$ cat config.mk
export PLATFORM = sky130hd
export DESIGN_NAME = prog_loader
export DESIGN_NICKNAME = d
export VERILOG_FILES = /design/src/rtl/prog_loader_pkg.sv /design/src/rtl/prog_loader_word_assembler.sv /design/src/rtl/prog_loader.sv
export SDC_FILE = /design/constraint.sdc
export NUM_CORES = 1
export LEC_CHECK = 0
export CAP_MARGIN = 25
export CORE_MARGIN = 2
export CORE_UTILIZATION = 25
export DETAILED_ROUTE_END_ITERATION = 8
export SLEW_MARGIN = 20
export SYNTH_ARGS = -nofsm -noshare
export SYNTH_HDL_FRONTEND = slang
export SYNTH_HIERARCHICAL = 1
export SYNTH_SLANG_ARGS = --single-unit
$ cat constraint.sdc
create_clock -name clk_i -period 2.7 [get_ports clk_i]
set_input_delay 0.405 -clock clk_i [delete_from_list [all_inputs] [get_ports clk_i]]
set_output_delay 0.405 -clock clk_i [all_outputs]
set_load 0.01 [all_outputs]
$ cat src/rtl/prog_loader_pkg.sv
// ============================================================================
// prog_loader_pkg : command bytes, FSM states and target select for prog_loader
// Revision: 1.0
// ============================================================================
`default_nettype none

package prog_loader_pkg;

  localparam logic [7:0] CMD_LOAD_IMEM = 8'hA5;
  localparam logic [7:0] CMD_LOAD_DMEM = 8'h5A;
  localparam logic [7:0] CMD_RUN       = 8'h0F;

  typedef enum logic [2:0] {
    IDLE,
    CNT_LO,
    CNT_HI,
    DATA,
    WRITE,
    RUN
  } loader_state_t;

  typedef enum logic {
    SEL_IMEM,
    SEL_DMEM
  } mem_sel_t;

endpackage

`default_nettype wire

$ cat src/rtl/prog_loader_word_assembler.sv
// ============================================================================
// prog_loader_word_assembler : packs four bytes, LSB first, into a 32-bit word
// Revision: 1.0
// ============================================================================
`default_nettype none

module prog_loader_word_assembler (
  input  logic        clk,
  input  logic        rst,
  input  logic        i_valid,
  input  logic [7:0]  i_byte,
  output logic [31:0] o_word,
  output logic        o_done
);

  logic [1:0]  r_idx;
  logic [31:0] r_word;

  always_ff @(posedge clk or posedge rst) begin
    if (rst) begin
      r_idx  <= 2'd0;
      r_word <= 32'd0;
    end else if (i_valid) begin
      r_word[{r_idx, 3'b000} +: 8] <= i_byte;
      r_idx                        <= r_idx + 2'd1;
    end
  end

  // Done is flagged with the 4th byte so the FSM can move to WRITE on that edge.
  assign o_done = i_valid && (r_idx == 2'd3);
  assign o_word = r_word;

endmodule

`default_nettype wire

$ cat src/rtl/prog_loader.sv
// ============================================================================
// prog_loader : host byte stream to IMEM/DMEM word writes, CPU reset control
// Revision: 1.0
// ============================================================================
`default_nettype none

module prog_loader
  import prog_loader_pkg::*;
#(
  parameter int ADDR_W     = 10,
  parameter int IMEM_WORDS = 256,
  parameter int DMEM_WORDS = 256
) (
  input  logic              clk_i,
  input  logic              rst_i,
  input  logic [7:0]        rx_data_i,
  input  logic              rx_valid_i,
  output logic              rx_ready_o,
  output logic              imem_we_o,
  output logic              dmem_we_o,
  output logic [ADDR_W-1:0] mem_addr_o,
  output logic [31:0]       mem_wdata_o,
  output logic              cpu_rst_no,
  output logic              busy_o,
  output logic              err_o
);

  localparam logic [16:0] c_imem_depth = 17'(IMEM_WORDS);
  localparam logic [16:0] c_dmem_depth = 17'(DMEM_WORDS);

  loader_state_t r_state;
  mem_sel_t      r_sel;
  logic [15:0]   r_cnt;
  logic [15:0]   r_word_idx;

  logic          w_accept;
  logic          w_asm_valid;
  logic [31:0]   w_word;
  logic          w_word_done;
  logic [16:0]   w_depth;
  logic [15:0]   w_cnt_new;
  logic          w_in_range;

  assign w_accept    = rx_valid_i && rx_ready_o;
  assign w_asm_valid = w_accept && (r_state == DATA);
  assign w_depth     = (r_sel == SEL_IMEM) ? c_imem_depth : c_dmem_depth;
  assign w_cnt_new   = {rx_data_i, r_cnt[7:0]};
  assign w_in_range  = {1'b0, r_word_idx} < w_depth;

  prog_loader_word_assembler u_asm (
    .clk     (clk_i),
    .rst     (rst_i),
    .i_valid (w_asm_valid),
    .i_byte  (rx_data_i),
    .o_word  (w_word),
    .o_done  (w_word_done)
  );

  always_ff @(posedge clk_i or posedge rst_i) begin
    if (rst_i) begin
      r_state     <= IDLE;
      r_sel       <= SEL_IMEM;
      r_cnt       <= 16'd0;
      r_word_idx  <= 16'd0;
      rx_ready_o  <= 1'b1;
      imem_we_o   <= 1'b0;
      dmem_we_o   <= 1'b0;
      mem_addr_o  <= '0;
      mem_wdata_o <= 32'd0;
      cpu_rst_no  <= 1'b0;
      busy_o      <= 1'b0;
      err_o       <= 1'b0;
    end else begin
      imem_we_o <= 1'b0;
      dmem_we_o <= 1'b0;
      case (r_state)
        IDLE: begin
          if (w_accept) begin
            case (rx_data_i)
              CMD_LOAD_IMEM: begin
                r_sel      <= SEL_IMEM;
                r_word_idx <= 16'd0;
                r_state    <= CNT_LO;
              end
              CMD_LOAD_DMEM: begin
                r_sel      <= SEL_DMEM;
                r_word_idx <= 16'd0;
                r_state    <= CNT_LO;
              end
              CMD_RUN: begin
                r_state    <= RUN;
                rx_ready_o <= 1'b0;
                cpu_rst_no <= 1'b1;
              end
              default: err_o <= 1'b1;
            endcase
          end
        end
        CNT_LO: begin
          if (w_accept) begin
            r_cnt[7:0] <= rx_data_i;
            r_state    <= CNT_HI;
          end
        end
        CNT_HI: begin
          if (w_accept) begin
            r_cnt <= w_cnt_new;
            if (w_cnt_new == 16'd0) begin
              r_state <= IDLE;
            end else begin
              r_state <= DATA;
              busy_o  <= 1'b1;
            end
            if ({1'b0, w_cnt_new} > w_depth) err_o <= 1'b1;
          end
        end
        DATA: begin
          if (w_word_done) begin
            r_state    <= WRITE;
            rx_ready_o <= 1'b0;
          end
        end
        WRITE: begin
          // Out-of-range words are consumed silently; the bus keeps its last values.
          if (w_in_range) begin
            imem_we_o   <= (r_sel == SEL_IMEM);
            dmem_we_o   <= (r_sel == SEL_DMEM);
            mem_addr_o  <= r_word_idx[ADDR_W-1:0];
            mem_wdata_o <= w_word;
          end
          r_word_idx <= r_word_idx + 16'd1;
          r_cnt      <= r_cnt - 16'd1;
          rx_ready_o <= 1'b1;
          if (r_cnt == 16'd1) begin
            r_state <= IDLE;
            busy_o  <= 1'b0;
          end else begin
            r_state <= DATA;
          end
        end
        RUN: begin
          rx_ready_o <= 1'b0;
          cpu_rst_no <= 1'b1;
        end
        default: r_state <= IDLE;
      endcase
    end
  end

endmodule

`default_nettype wire

# [Word level (Yosys, flattened, before mapping)]
# Index checks and enable logic that the tools add are counted.
[word_totals] out_inout_bits=48 inputBits=11 reg_bits=118 elab_cells=108
[classes] n_eq_ne=21 n_lt_le_gt_ge=2 n_reduce_logical=24 mux=37 n_bitwise=3 n_shift=2 add_sub_neg=4
[ops] cell="16-bit 2-to-1 mux" count=3
[ops] cell="32-bit bitwise mux" count=1
[ops] cell="16-bit one-hot mux with 2 select lines" count=1
[ops] cell="8-bit by 7-bit variable shift with 32-bit output, first input constant" count=1
[ops] cell="8-bit by 7-bit indexed part select with 32-bit output" count=1
[ops] cell="8-bit one-hot mux with 3 select lines" count=1
[ops] cell="3-bit one-hot mux with 6 select lines" count=1
[ops] cell="16-bit by 1-bit adder with 16-bit output, second input constant" count=1
[ops] cell="16-bit by 1-bit equality test with 1-bit output, second input constant" count=1
[ops] cell="16-bit by 9-bit > comparator with 1-bit output, second input constant" count=1
[ops] cell="16-bit logical NOT" count=1
[ops] cell="16-bit by 9-bit < comparator with 1-bit output, second input constant" count=1
[ops] cell="1-bit 2-to-1 mux" count=16
[ops] cell="2-bit != test, second input constant" count=8
[ops] cell="8-bit one-hot mux with 2 select lines" count=1
[ops] cell="16-bit by 1-bit subtractor with 16-bit output, second input constant" count=1
[ops] cell="3-bit 2-to-1 mux" count=4
[ops] cell="3-bit AND reduction" count=4
[ops] cell="2-bit nonzero test" count=6
[ops] cell="8-bit by 4-bit equality test with 1-bit output, second input constant" count=1
[ops] cell="8-bit by 7-bit equality test with 1-bit output, second input constant" count=1
[ops] cell="8-bit equality test, second input constant" count=1
[ops] cell="8-bit 2-to-1 mux" count=1
[ops] cell="1-bit one-hot mux with 2 select lines" count=4
[ops] cell="other kinds (21)" count=31

# [Longest topological paths before layout]
# Gate-level depths: netlist of the first run.
[depth] depth_word=5 ltp_mapped=12 mapped_depth_nobuf=10

# [Cells and area by module]
# Netlist of the first run, hierarchy kept.
[by_module_without_submodules] module="prog_loader" seq_area_each_um2=2103.3 area_each_um2=3955.0 n_inst=1 cells_per_inst=375
[by_module_without_submodules] module="prog_loader_word_assembler" seq_area_each_um2=850.8 area_each_um2=1559.0 n_inst=1 cells_per_inst=115

# [Worst setup path after synthesis of the first run]
# OpenSTA, ideal clock, no wires.
[synth_timing] path_kind="register to register" from="reg r_cnt[0]" to="reg r_state[1]" setup_ns=0.121 stages_incl_launch_ff=8 t_required_ns=2.579 arrival_time_ns=2.215 path_slack_ns=0.364 cell_sequence="dfrtp_1 -> inv_1 -> ha_1 -> or3b_1 -> or3_4 -> o311a_1 -> a211o_1 -> a22o_1"
[synth_via] elab_chain_cells=4 word_cells_on_any_way=6 classes_between="eq/ne (1); mux (4); reduce/logical (1)"
[synth_lines] item="start: declaration" line="prog_loader.sv:33" rtl="logic [15:0] r_cnt;"
[synth_lines] item="start signal: assignment" line="prog_loader.sv:101" rtl="r_cnt[7:0] <= rx_data_i;"
[synth_lines] item="start signal: assignment" line="prog_loader.sv:107" rtl="r_cnt <= w_cnt_new;"
[synth_lines] item="start signal: assignment" line="prog_loader.sv:132" rtl="r_cnt <= r_cnt - 16'd1;"
[synth_lines] item="16-bit logical NOT" line="prog_loader.sv:108" rtl="if (w_cnt_new == 16'd0) begin"
[synth_lines] item="2-bit 2-to-1 mux" line="prog_loader.sv:108"
[synth_lines] item="3-bit 2-to-1 mux" line="prog_loader.sv:106" rtl="if (w_accept) begin"
[synth_lines] item="3-bit one-hot mux with 6 select lines *" line="prog_loader.sv:76" rtl="case (r_state)"
[synth_lines] item="end signal: assignment" line="prog_loader.sv:83" rtl="r_state <= CNT_LO;"
[synth_lines] item="end signal: assignment" line="prog_loader.sv:109" rtl="r_state <= IDLE;"
[synth_lines] item="end signal: assignment" line="prog_loader.sv:111" rtl="r_state <= DATA;"
[synth_lines] item="end: declaration" line="prog_loader.sv:31" rtl="loader_state_t r_state;"
# Every way passes the cells marked *; elsewhere a longest branch is shown, timed or not. The select of a mux whose other input is x is not followed.
# A chain may end at the register's enable or synchronous reset.

# [Worst setup path after layout of the first run]
# Same ends and word-level chain as after synthesis.

==> flow_summary.ini, run 1 <==
[timing]
skew_ps = 9.65
fmax_mhz = 415
finalMaxSlewViolations = 0
rsz0062_at_grt = false
final_hold_viol_count = 0
fin_crit_sh = 0.893
max_slew_margin = 0.418
min_period_ps = 2410
max_slew.worst_pin.slew_ps = 874
setup_viol = 0

[logic_synthesis]
synthesis.nets = 509
synth-edff-count = 0
synth_cell_types = 53
yosysTopAreaCellShare = 0.531
syn_area_um2 = 5510
avgSynthCellArea_um2 = 11.3
yosysTopAreaCell = dfrtp_1
synthArstFlopShare = 1.00
ys_seq_area_frac = 0.536
ys.flop_type = dfrtp_1
yosys_warnings = 6
syn_inst = 490
ys_seq_elements = 118
synthTopCellsByArea = dfrtp_1 53%, mux2_2 8.2%, o21ai_0 3.1%, a32o_1 2.9%, nor2_1 2.2%

[power]
ir_drop_uv = 495
pwr-share-clk = 0.352
seqPwrFrac = 0.423
leakagePower_nw = 3.01
switchingPower_mw = 2.03
pwr-share-comb = 0.224
p_int_mw = 4.22
netSwitchingFraction = 0.325
total_power_mw = 6.26
powerDensity_nw_per_um2 = 882

[routing]
post_drt_wl_per_cell_um = 16.5
drt-total-wl_mm = 14.2
drtIter0Drc = 302
ant_nets = 0
via_per_inst = 5.01
dr.pass1.iters = 4
vias = 4298
drc = 0

[worst_setup_path]
reg2reg_slack_ps = 290
crit_fanout = 8
crit_required_ps = 3000
crit_arrival_ps = 2710
cp-start-kind = flop
cp-end-kind = flop
reg2reg_depth = 7
crit_type = flop to flop
r2r-start = r_cnt[0]$_DFFE_PP0P_
r2r_end = r_state[1]$_DFFE_PP0P_

[placed_design]
io_buffers = 58
post_dp_cell_area_um2 = 6520
hpwl_mm = 9.84
globalplace.congestion = 0.855

[grt]
antenna_found_initial = 0
gr-usage-all-layers = 0.125
grt_max_degree = 55
grt_pass1_vias = 4202
grt_overflow_total = 0
grt_pass1_wl_mm = 23.7

[job]
maxCapViolCount = 0

[clock_network]
clk_latency_ps = 420
cts_tree = yes
cts_setup_buffers = 0
cts_num_sinks = 118
cts_buffers = 17
cts_hold_buffers = 0
clk_pin_slew_worst_paths_ps = 50
cts_root_buffer = clkbuf_16
cts-resized-gates = 0
clock_path_buffers = 2
h-tree-depth = 4

[cells_and_area]
drive_gt1_frac = 0.192
fin_area_um2 = 7090
nets = 584
syn2layout_area_growth_pct = 28.7
diodes = 0
fill_cells = 2222

[floorplanning]
rows = 54
chipWidth_um = 153
start_util = 0.253
die-area_um2 = 23300
io_pins = 59
die_y_um = 153
core_um2 = 21800

[outcome]
status = finished, final reports clean

[hold_path]
hold_path_class = input port to async pin
==> area by class of cell <==
| type | instances | area (um2) | area share |
|---|---|---|---|
| Clock buffer | 24 | 482 | 0.0679 |
| Clock inverter | 8 | 97.6 | 0.0138 |
| Inverter | 14 | 53.8 | 0.00758 |
| Multi-Input combinational cell | 329 | 2360 | 0.333 |
| Sequential cell | 118 | 2950 | 0.416 |
| Tap cell | 280 | 350 | 0.0494 |
| Timing Repair Buffer | 85 | 796 | 0.112 |
==> cells by family after synthesis <==
logic type | synth area share
and+or+nand+nor | 0.152
AOI/OAI and AO/OA | 0.169
DFF | 0.536
buffers and inverters | 0.0370
muxes | 0.0855
adders and majority gates | 0.0182
xor gates and xnor gates | 0.00318
==> routing by layer <==
layer  track usage  up-vias  wire, um
met4        0.0392        0       194
met3        0.0273       22       687
met2         0.191      140      6400
met5             0        -         0
met1         0.179     2149      6910
li1              -     1987         -
==> power groups by stage <==
stage                     Combinational [mW]  Sequential (mW)  Clock, mW
final                                   1.40             2.65       2.21
after global routing                    1.58             2.71       2.32
after CTS                               1.40             2.64       2.25
after detailed placement                1.39             2.65          0
after global placement                  1.37             2.66          0
after floorplan                         1.14             2.48          0
==> cell usage in the layout, fill, tap and decap left out, drive strengths merged, types with 3 or more instances in the layout <==
cell type,n
a211oi,3
a21o,3
a21oi,21
a22o,3
a22oi,3
a31oi,7
a32o,16
and2,4
and3,4
buf,27
clkbuf,24
clkdlybuf4s50,58
clkinv,4
clkinvlp,3
dfrtp,117
ha,8
inv,13
mux2,41
nand2,31
nand2b,3
nand3,23
nand4,8
nand4b,8
nor2,33
nor3,10
nor4,5
o21ai,34
o2bb2ai,18
o31ai,5
or3,5
or3b,4
or4,3
or4bb,4
==> registers in the layout, summed over array words and instances (netlist names) <==
name,cells
rx_ready_o,1
u_asm/r_idx,2
r_cnt,16
busy_o,1
err_o,1
imem_we_o,1
cpu_rst_no,1
mem_wdata_o,32
r_sel,1
r_word_idx,16
u_asm/o_word,32
r_state,3
mem_addr_o,10
dmem_we_o,1
==> through the flow <==
stage / util / TNS [ps] / hold WS [ps] / setup WS, ps / instances
floorplan: - / 0 / 422 / 132 / 490
global placement: 0.299 / -69.5 / 470 / -29.1 / 826
detailed placement: 0.299 / -109 / 473 / -44.3 / 826
CTS: 0.326 / 0 / 244 / 298 / 858
global route: 0.326 / 0 / 279 / 158 / 858
finish: 0.326 / 0 / 252 / 289 / 858
==> synth_stat cells, types with 3 or more instances <==
cell / count
and3_1: 4
or4_1: 3
clkbuf_1: 14
ha_1: 8
a21o_1: 3
or3b_1: 4
mux2_2: 40
nor2_1: 33
o31ai_1: 5
buf_6: 4
a22o_1: 3
nand2b_1: 3
a22oi_1: 3
nor4_1: 5
o2bb2ai_2: 8
and2_1: 4
a32o_1: 16
or4bb_1: 4
nand3_1: 23
o21ai_0: 34
inv_1: 14
a21oi_1: 21
o2bb2ai_1: 10
nand4_1: 8
nor3_1: 9
nand2_1: 31
a211oi_1: 3
a31oi_1: 7
nand4b_1: 8
or3_1: 3
dfrtp_1: 117
buf_2: 10
==> worst max-delay path by stage <==
stage / startpoint / endpoint
2_1_floorplan: rst_i / busy_o$_DFFE_PP0P_
3_3_place_gp: rx_data_i[0] / r_word_idx[1]$_DFFE_PP0P_
3_5_place_dp: rx_data_i[0] / r_word_idx[1]$_DFFE_PP0P_
4_1_cts: r_cnt[0]$_DFFE_PP0P_ / r_state[1]$_DFFE_PP0P_
5_1_grt: r_cnt[0]$_DFFE_PP0P_ / r_state[1]$_DFFE_PP0P_
6_report: r_cnt[0]$_DFFE_PP0P_ / r_state[1]$_DFFE_PP0P_
==> worst max-delay path: stages (launching register included) <==
cell	delay (ps)
dfrtp_1	450
inv_1	90
ha_1	170
or3b_1	380
or3_4	370
o311a_1	380
a211o_1	270
a22o_1	190
Power figures use the tool's default switching activity.
==> run 2, diff against run 1 <==
Settings changed: SYNTH_HIERARCHICAL 1 to not set.
==> run 2 against run 1 <==
Final area grew 2.0%. Global-route usage shrank 0.77 points. Die area decreased by 0.84%. Sequential power decreased by 33%. Utilization rose by 0.85 points. Critical path depth did not move. Cell count is 5.7% higher. Highest routed layer unchanged.
==> flow_summary.ini, run 2 <==
[timing]
rsz0062_at_grt = false
fmax_mhz = 413
max_slew.worst_pin.slew_ps = 546
min_period_ps = 2420
max_slew_margin = 0.635
final_hold_viol_count = 0
finalMaxSlewViolations = 0
skew_ps = 11.6
fin_crit_sh = 0.897
setup_viol = 0

[worst_setup_path]
crit_required_ps = 2960
path_depth = 7
crit_type = flop to flop
worstPathCellList = inv_1 -> ha_1 -> or3b_1 -> or3_1 -> or3_4 -> a211oi_2 -> o32ai_1
cp-start-kind = flop
crit_buf_inv = 1
crit_arrival_ps = 2680
crit_fanout = 4
max_stage_delay_ps = 450
slowest_stage = or3_1
r2r-start = r_cnt[1]$_DFFE_PP0P_
reg2reg_slack_ps = 280
cp-end-kind = flop
r2r_end = r_state[1]$_DFFE_PP0P_
reg2reg_depth = 7
crit_family = simple AND/OR/NAND/NOR gates

[logic_synthesis]
syn_area_um2 = 5470
ys_seq_elements = 118
ys.flop_type = dfrtp_1
synthTopCellsByArea = dfrtp_1 54%, mux2_2 8.0%, nand2_1 6.7%, o21ai_0 4.8%, ha_1 1.8%
ys_seq_area_frac = 0.540
synth_common_cells = 117 x dfrtp_1, 97 x nand2_1, 52 x o21ai_0, 39 x mux2_2, 26 x clkbuf_1
synthesis.nets = 545
avgSynthCellArea_um2 = 10.4
syn_inst = 526
yosys_warnings = 0
synth_most_common_cell = dfrtp_1
synth_cell_types = 65
yosysTopAreaCellShare = 0.536
synth-edff-count = 0
synthArstFlopShare = 1.00
yosysTopAreaCell = dfrtp_1

[clock_network]
clk_latency_ps = 410
cts_tree = yes
cts_buffers = 17
cts_setup_buffers = 0
clock_path_buffers = 2
h-tree-depth = 4
cts_root_buffer = clkbuf_16
cts_num_sinks = 118
cts-resized-gates = 0
cts_hold_buffers = 0
clk_pin_slew_worst_paths_ps = 60

[cells_and_area]
syn2layout_area_growth_pct = 32.3
layout_common_cells = 117 x dfrtp_1, 97 x nand2_1, 58 x clkdlybuf4s50_1
diodes = 0
fin_area_um2 = 7230
layout_commonest_cell = dfrtp_1
nets = 633
drive_gt1_frac = 0.201

[placed_design]
hpwl_mm = 9.28
globalplace.congestion = 0.818
post_dp_cell_area_um2 = 6640
io_buffers = 58

[grt]
grt_pass1_vias = 4154
antenna_found_initial = 0
grt_overflow_total = 0
grt_max_degree = 54
gr-usage-all-layers = 0.118
grt_pass1_wl_mm = 21.9

[routing]
vias = 4269
drt-total-wl_mm = 13.3
ant_nets = 0
drc = 0
post_drt_wl_per_cell_um = 14.7
dr.pass1.iters = 5
drtIter0Drc = 237
via_per_inst = 4.71

[floorplanning]
rows = 54
start_util = 0.253
die-area_um2 = 23100
core_um2 = 21600
io_pins = 59
chipWidth_um = 152
die_y_um = 152

[hold_path]
hold_path_class = input port to async pin

[power]
powerDensity_nw_per_um2 = 571
total_power_mw = 4.13
ir_drop_uv = 409
leakagePower_nw = 3.15

[job]
maxCapViolCount = 0

[outcome]
status = finished, final reports clean
run 2: cell type report:
| type | instances | area, um2 |
|---|---|---|
| multi-input combinational | 370 | 2370 |
| clock inverter | 13 | 145 |
| sequential | 118 | 2950 |
| fill | 2202 | 14400 |
| tap | 280 | 350 |
| clock buffer | 19 | 453 |
| timing repair buffer | 97 | 923 |
| inverter | 10 | 41.3 |
run 2: worst max-delay path by stage:
stage,startpoint,endpoint,slack [ps]
after floorplan,r_cnt[0]$_DFFE_PP0P_,r_state[1]$_DFFE_PP0P_,340
after global placement,rx_data_i[3],r_state[1]$_DFFE_PP0P_,-80
after detailed placement,rx_data_i[3],r_state[1]$_DFFE_PP0P_,-80
after CTS,r_cnt[1]$_DFFE_PP0P_,r_state[1]$_DFFE_PP0P_,300
after global routing,r_cnt[1]$_DFFE_PP0P_,r_state[1]$_DFFE_PP0P_,150
final,r_cnt[1]$_DFFE_PP0P_,r_state[1]$_DFFE_PP0P_,280
run 2: kinds of logic after synthesis:
group                    Yosys count  share of synthesized area
AND/OR/NAND/NOR                  201                      0.187
AO/OA/AOI/OAI                    119                      0.141
flip-flops                       118                      0.540
multiplexers                      41                     0.0840
buffers and inverters             38                     0.0277
adder cells (fa/ha/maj)            8                     0.0183
XOR/XNOR                           1                    0.00160
run 2: layer usage:
metal  GRT usage  vias to the layer above  wire length, um
met2       0.192                       96             6440
met3      0.0314                       13              536
met5           0                        -                0
li1            -                     2083                -
met1       0.150                     2077             6160
met4      0.0432                        0              209
run 2: power breakdown:
| part | switching, mW | internal [mW] | leakage, nW |
|---|---|---|---|
| logic | 0.0684 | 0.0350 | 1.30 |
| registers | 0 | 1.77 | 1.57 |
| clock network | 0.842 | 1.42 | 0.287 |
run 2: through the flow:
stage / setup slack [ps] / hold slack, ps / utilization / instances / setup TNS, ps
after CTS: 296 / 390 / 0.335 / 907 / 0
after floorplan: 339 / 423 / - / 526 / 0
after global placement: -78.4 / 459 / 0.307 / 875 / -114
final: 277 / 392 / 0.335 / 907 / 0
after detailed placement: -77.8 / 469 / 0.307 / 875 / -282
after global routing: 151 / 426 / 0.335 / 907 / 0
==> run 3, diff against run 2 <==
Settings changed: CORE_ASPECT_RATIO set to 1.4, CTS_CLUSTER_SIZE set to 12, REMOVE_ABC_BUFFERS set to 1.
==> run 3 against run 2 <==
Cell count rose by 2.2%. Setup slack gained 69 ps. Worst hold slack worse by 44 ps. Non-clock buffer count increased by 2. Clock power is 10% higher. Clock-buffer cell count fell by 2. Utilization rose by 0.25 points.
==> flow_summary.ini, run 3 (synthesized netlist as in run 2, its figures left out) <==
[power]
ir_drop_uv = 428
leakagePower_nw = 3.19
powerDensity_nw_per_um2 = 597

[grt]
use_met1 = 0.149
grt_overflow_total = 0
gr-usage-all-layers = 0.128
grt_pass1_wl_mm = 23.0
grt_max_degree = 44
busiest_layer = met2
grt_pass1_vias = 4386
antenna_found_initial = 1
grtUsageMet2 = 0.213
met3_usage = 0.0364

[clock_network]
cts_root_buffer = clkbuf_16
cts-resized-gates = 0
clock_path_buffers = 2
cts_tree = yes
cts_num_sinks = 118
clk_pin_slew_worst_paths_ps = 60
h-tree-depth = 4
cts_hold_buffers = 0
cts_buffers = 17
cts_setup_buffers = 0
clk_latency_ps = 420

[worst_setup_path]
crit_arrival_ps = 2640
reg2reg_depth = 7
r2r_end = r_state[1]$_DFFE_PP0P_
crit_start = r_cnt[0]$_DFFE_PP0P_
crit_required_ps = 2990
r2r-start = r_cnt[0]$_DFFE_PP0P_
crit_fanout = 8
reg2reg_slack_ps = 350
cp-end-kind = flop
cp-start-kind = flop
crit_end = r_state[1]$_DFFE_PP0P_
crit_type = flop to flop

[cells_and_area]
syn2layout_area_growth_pct = 33.8
final_util = 0.337
layout_commonest_cell = dfrtp_1
layout_common_cells = 117 x dfrtp_1, 97 x nand2_1, 58 x clkdlybuf4s50_1
nets = 635
drive_gt1_frac = 0.203
fin_cells = 927

[routing]
drc = 0
via_per_inst = 4.62
drtIter0Drc = 252
post_drt_wl_per_cell_um = 14.7
dr.pass1.iters = 4
vias = 4280
drt-total-wl_mm = 13.6
ant_nets = 0

[floorplanning]
die_y_um = 179
io_pins = 59
die-area_um2 = 23100
start_util = 0.252
core_um2 = 21700
rows = 64
chipWidth_um = 129

[job]
maxCapViolCount = 0

[timing]
min_period_ps = 2350
max_slew_margin = 0.617
setup_viol = 0
setup_ws_ps = 346
fmax_mhz = 425
final_hold_viol_count = 0
finalSetupTns_ps = 0
whs_ps = 348
max_slew.worst_pin.slew_ps = 569
finalMaxSlewViolations = 0
fin_crit_sh = 0.872
rsz0062_at_grt = false
skew_ps = 10.7

[placed_design]
io_buffers = 58
globalplace.congestion = 0.843
hpwl_mm = 9.75
dp_cells = 894
dp_worst_setup_slack_ps = 15.7

[outcome]
status = finished, final reports clean

[hold_path]
hold_path_class = input port to async pin
-- run 3: changes by cell type in the layout (fill, tap and decap cells not counted), moves of 2 or more --
cell / delta
clkbuf_8: -2
clkinv_4: +3
clkinvlp_4: -2
bufinv_16: +3
buf_4: +3
inv_6: -3
-- run 3: worst min path at each step --
| stage | slack [ps] | cells past startpoint | start | to |
|---|---|---|---|---|
| floorplan | 420 | 1 | r_sel$_DFFE_PP0P_ | imem_we_o$_DFF_PP0_ |
| global placement | 460 | 2 | u_asm.o_word[5]$_DFFE_PP0P_ | u_asm.o_word[5]$_DFFE_PP0P_ |
| detailed placement | 470 | 2 | u_asm.o_word[7]$_DFFE_PP0P_ | u_asm.o_word[7]$_DFFE_PP0P_ |
| CTS | 350 | 2 | rst_i | r_word_idx[0]$_DFFE_PP0P_ |
| global route | 370 | 2 | rst_i | r_word_idx[0]$_DFFE_PP0P_ |
| finish | 350 | 2 | rst_i | r_word_idx[0]$_DFFE_PP0P_ |
-- run 3: power by group --
part | total (mW) | internal [mW] | switching [mW]
combinational | 0.104 | 0.0361 | 0.0677
clock | 2.49 | 1.64 | 0.853
sequential | 1.77 | 1.77 | 0
-- run 3: through the flow --
step | area, um2 | total power, mW
floorplan | 5350 | 1.83
global placement | 6660 | 1.91
detailed placement | 6660 | 1.91
CTS | 7310 | 4.41
global route | 7310 | 4.50
finish | 7310 | 4.37
-- run 3: layout make-up --
cell class              count  area, um2
repair buffers             99        926
well taps                 297        372
clock inverters            15        228
multi-input cells         370       2370
clock buffers              17        425
fillers                  2192      14400
flip-flops and latches    118       2950
inverters                  10       40.0
diodes                      1       2.50
-- run 3: layer usage --
layer  up-vias  part of all wire
met5         -                 0
li1       2098                 -
met3        23             0.045
met4         0             0.020
met1      2068              0.43
met2        91              0.50
-- run 3: critical path, cell delays in order, from the launching register on --
cell and delay, ps:
dfrtp_1 460, inv_1 90, ha_1 180, or3b_1 380, or3_1 380, or3_4 400
a211oi_2 230, o32ai_1 110
